## config.mk

```make
export PLATFORM = sky130hd
export DESIGN_NAME = memory_access_stage
export DESIGN_NICKNAME = d
export VERILOG_FILES = /design/src/rtl/memory_access_stage.sv
export SDC_FILE = /design/constraint.sdc
export NUM_CORES = 1
export LEC_CHECK = 0
export CAP_MARGIN = 0
export CORE_MARGIN = 2
export CORE_UTILIZATION = 39
export CTS_BUF_LIST = sky130_fd_sc_hd__clkbuf_16
export DETAILED_ROUTE_END_ITERATION = 16
export PLACE_DENSITY_LB_ADDON = 0.12
export SYNTH_ARGS = -nofsm -noshare
export SYNTH_HDL_FRONTEND = slang
export SYNTH_SLANG_ARGS = --single-unit
```

## constraint.sdc

```tcl
create_clock -name clk -period 2.3 [get_ports clk]
set_clock_uncertainty 0.1 [all_clocks]
set_input_delay 0.345 -clock clk [delete_from_list [all_inputs] [get_ports clk]]
set_output_delay 0.345 -clock clk [all_outputs]
set_load 0.01 [all_outputs]
```

## src/rtl/memory_access_stage.sv

```systemverilog
// memory_access_stage: single-outstanding load/store unit with alignment check, lane steering and ack timeout.
module memory_access_stage #(
  parameter int MAX_WAIT = 255
) (
  input  logic        clk,
  input  logic        reset,
  input  logic        mem_enable,
  input  logic [63:0] alu_result,
  input  logic [63:0] store_data,
  input  logic        is_load,
  input  logic        is_store,
  input  logic [1:0]  mem_size,
  input  logic        mem_unsigned,
  output logic        dmem_req,
  output logic        dmem_we,
  output logic [63:0] dmem_addr,
  output logic [63:0] dmem_wdata,
  output logic [7:0]  dmem_wstrb,
  input  logic [63:0] dmem_rdata,
  input  logic        dmem_ack,
  output logic [63:0] wb_data,
  output logic        mem_done,
  output logic        misaligned,
  output logic        mem_err
);
  typedef enum logic [1:0] {IDLE, REQ, DONE} state_t;
  localparam int CW = $clog2(MAX_WAIT + 1);
  state_t state_q, state_d;
  logic [CW-1:0] cnt_q, cnt_d;
  logic [63:0] addr_q, sdata_q, rdata_q, sh, load_val;
  logic [1:0] size_q;
  logic load_q, store_q, uns_q, mis_q, err_q;
  logic accept, mem_op, aligned, req, done, timeout;
  logic [2:0] off;
  logic [7:0] mask;
  assign accept  = state_q == IDLE && mem_enable;
  assign mem_op  = is_load || is_store;
  assign aligned = mem_size == 2'd0 || (mem_size == 2'd1 && !alu_result[0]) ||
                   (mem_size == 2'd2 && alu_result[1:0] == 2'd0) || alu_result[2:0] == 3'd0;
  assign req     = state_q == REQ;
  assign done    = state_q == DONE;
  assign timeout = req && !dmem_ack && cnt_q == CW'(MAX_WAIT - 1);
  always_comb begin
    state_d = accept ? ((mem_op && aligned) ? REQ : DONE) :
              req    ? ((dmem_ack || timeout) ? DONE : REQ) :
              done   ? IDLE : state_q;
    cnt_d   = req ? cnt_q + 1'b1 : '0;
  end
  always_ff @(posedge clk) begin
    if (reset) begin
      state_q <= IDLE;
      cnt_q   <= '0;
      addr_q  <= '0;
      sdata_q <= '0;
      rdata_q <= '0;
      size_q  <= '0;
      load_q  <= 1'b0;
      store_q <= 1'b0;
      uns_q   <= 1'b0;
      mis_q   <= 1'b0;
      err_q   <= 1'b0;
    end else begin
      state_q <= state_d;
      cnt_q   <= cnt_d;
      if (accept) begin
        addr_q  <= alu_result;
        sdata_q <= store_data;
        size_q  <= mem_size;
        load_q  <= is_load;
        store_q <= is_store;
        uns_q   <= mem_unsigned;
        mis_q   <= mem_op && !aligned;
        err_q   <= 1'b0;
        rdata_q <= '0;
      end
      if (req && dmem_ack) rdata_q <= dmem_rdata;
      if (timeout) err_q <= 1'b1;
    end
  end
  assign off  = addr_q[2:0];
  assign mask = size_q == 2'd0 ? 8'h01 : size_q == 2'd1 ? 8'h03 : size_q == 2'd2 ? 8'h0F : 8'hFF;
  assign sh   = rdata_q >> {off, 3'b000};
  assign load_val = size_q == 2'd0 ? {{56{!uns_q && sh[7]}}, sh[7:0]} :
                    size_q == 2'd1 ? {{48{!uns_q && sh[15]}}, sh[15:0]} :
                    size_q == 2'd2 ? {{32{!uns_q && sh[31]}}, sh[31:0]} : sh;
  // Request-side outputs are held at zero outside REQ so an abandoned request leaves nothing on the bus.
  assign dmem_req   = req;
  assign dmem_we    = req && store_q;
  assign dmem_addr  = req ? {addr_q[63:3], 3'b000} : '0;
  assign dmem_wdata = req ? sdata_q << {off, 3'b000} : '0;
  assign dmem_wstrb = (req && store_q) ? mask << off : '0;
  assign wb_data    = (!done || mis_q || err_q || store_q) ? '0 : load_q ? load_val : addr_q;
  assign mem_done   = done;
  assign misaligned = done && mis_q;
  assign mem_err    = done && err_q;
endmodule

```

==> impl_results.md <==
* Rows at 65
* Die Wd at approximately 180 microns
* Pin count of the biggest net entering global routing at 63
* Via/cell ratio at 5.92
* Sum Neg Setup Slack at -140.11 ns
* Pwr per Cell Area at about 900 nW/um^2
* VDD IR-drop max at 0.816 mV
* Pre-CTS WS at -0.668 ns
* WS Path Type: flip-flop to primary output
* Syn_area_per_cell at 7.52 sq um
* Syn Std Cell Area at between 10,000 and 15,000 sq um
* Syn. warnings at 0
* DRT iter0 DRCs at around 1,500
* Synth Area in Simple Gates at around 24%
* Via count at 16,200
* CTS tree: built
* Non-Filler Instances at 2,737
* Initial antenna violation count at 2
* Grt total ovfl at 0
* Wire per inst at between 20 and 25 microns
* Worst Hold Class: input pin to flip-flop
* DR pass1 iterations at 5
* Top post-synthesis cells by count: nand2_1 (399), dfxtp_1 (209), a21oi_1 (170)
* CTS root buf: clkbuf_16
* Post-Route WL at slightly below 70,000 microns
* Final ANT Viol Nets at 0
* Status: complete, but fails checks
* GPL Wtd Cong at just under 1
* Final #Nets at about 2,500
* CP required at 1.86 ns
* Crit end category: primary output
* Area Overhead vs Synth at 83.1%
* Final instance area at roughly 23,000 sq um
* Period utilisation layout at 141%
* Clk buf depth at 3
* DR DRC count at 0
* Most numerous cell in the Yosys netlist: nand2_1
* Synth unique cells at 62
* Area leader, netlist: dfxtp_1
* Post-Synth Adder-Cell Area at 0.505%
* Hold-fix buffers, CTS at 0
* DP HPWL at 41,600 microns
* Total GRT Usage at ~35%
* Mux share of post-synthesis cell area at 11.5%
* Setup-failing EPs final at 266
* First-pass GRT wire length at 90,700 microns
* Hold_ws at 0.103 ns
* Later-pin clock latency in the skew report at 0.54 ns
* Lkg Pwr at 9.25 nW
* Dominant synthesized flop cell: dfxtp_1
* Worst-Margin Slew at just under 0.6 ns
* Slew Viols, Final at 0
* Arrival @ worst endpoint at 2.81 ns
* Seq/Total Area, Yosys at 33.8%
* Post-synth ARST share at 0%
* Failing checks: setup timing
* Die height at 182 microns
* Min cycle time layout at 3.25 ns
* Largest family of logic cells by synthesized area: simple AND/OR/NAND/NOR gates
* Number of global-route vias before repair at between 10,000 and 15,000
* RSZ-0062 raised after global routing: true
* Synth Area in Compound Gates at between 20% and 30%
* TritonCTS buffer count at 25
* Core Area at 31,400 sq um
* Total Power at 20.4 mW
* I/O pins at a little over 400
* Synth Area in XOR/XNOR at less than 1%
* Post-synth EDFFs at 0
* Clock slew at reported path FFs at 0.06 ns
* Finished Core Util at between 70% and 80%
* Final WS setup at -0.950 ns
* IO Port Bufs at between 400 and 500
* Sink Count at approximately 210
* Hold Vio Cnt, Final at 0
* Max_cap viols at 0
* Flops & latches, synth at around 210
* Initial Util at between 30% and 40%
* Critical path startpoint category: flip-flop
* Inst Count DP at between 2,000 and 3,000
* FMAX at about 300 MHz
* DP Area at 18,400 sq um
* Synth top area share at 33.8%
* Ratio of cells with drive above 1 in the final layout at 41.1%
* Top cells by area, synth: dfxtp_1 (34%), nand2_1 (12%), a21oi_1 (6.9%), mux2i_1 (6.1%), a22oi_1 (3.9%)
* Mapped Cells at 1,648
* CP max FO at 6
* Max_slew headroom at approximately three fifths
* H-tree depth at 1
* DIE AREA at 33,200 sq um
## critical path: stages (launching register included)
cell and delay (ns):
dfxtp_4 0.38, buf_6 0.14, buf_6 0.12, buf_12 0.13, buf_12 0.12, buf_8 0.13, buf_16 0.14, buf_6 0.12
mux2i_4 0.18, o22ai_2 0.24, nand2_1 0.14, a21boi_2 0.24, buf_2 0.16
## power by group
group,leakage (nW),internal (mW),switching [mW]
registers,1.71,4.18,0.661
clock network,0.368,1.96,1.65
logic,7.18,5.92,6.04
total,9.25,12.1,8.36
## per-layer routing
metal	part of all wire (%)	global-route usage, %	up-vias
met2	47	61.3	1056
li1	-	-	7109
met1	37	42.8	7717
met5	0	0	-
met3	8.4	5.97	321
met4	7.7	17.0	0
## sequential cells by signal, summed over array words and instances, names as in the netlist
signal   flops
addr_q      64
cnt_q        8
err_q        1
load_q       1
mis_q        1
rdata_q     64
sdata_q     64
size_q       2
state_q      2
store_q      1
uns_q        1
## worst paths after layout
kind	cells after the start	start	endpoint	slack, ns
worst max-delay path	12	addr_q[0]	dmem_wdata[49]	-0.95
worst min-delay path	2	reset	sdata_q[59]	0.10
worst max register to register	16	state_q[0]	rdata_q[8]	-0.40
worst min register to register	2	sdata_q[61]	sdata_q[61]	0.37
## cell type report
class	instances	area (sq um)
Antenna cell	2	5.00
Clock buffer	25	626
Clock inverter	20	92.6
Fill cell	2323	8690
Inverter	10	41.3
Multi-Input combinational cell	1272	9170
Sequential cell	209	4200
Tap cell	402	503
Timing Repair Buffer	797	8060
## cells in the final DEF (no fill, tap or decap), types with 21 or more instances in the layout
master and count:
and2_4 35, mux2_4 28, mux2i_1 38, a22oi_1 50, buf_2 94, clkdlybuf4s50_1 200
buf_4 225, nand2_1 387, buf_6 168, and2_1 43, a21oi_1 154, nor2_1 97
dfxtp_1 203, a211oi_2 22, clkbuf_16 35, buf_12 40, o21ai_0 26, mux2i_4 28
nor2b_1 21
## timing repair
item / 4_1_cts / 5_1_grt
setup endpoints to repair: 228 / 265
buffers inserted: 69 / 87
gates cloned: 25 / 14
pin swaps: 58 / 113
resized for setup: 913 / 475
## logic make-up (layout without fill, tap and decap cells)
kind of cell,after synthesis,after routing
buffers and inverters,170,852
DFF,209,209
xor gates and xnor gates,6,6
AOI/OAI and AO/OA,445,445
muxes,126,126
other,1,5
and+or+nand+nor,686,687
adders and majority gates,5,5
No activity file was read; power rests on OpenSTA's default activity.
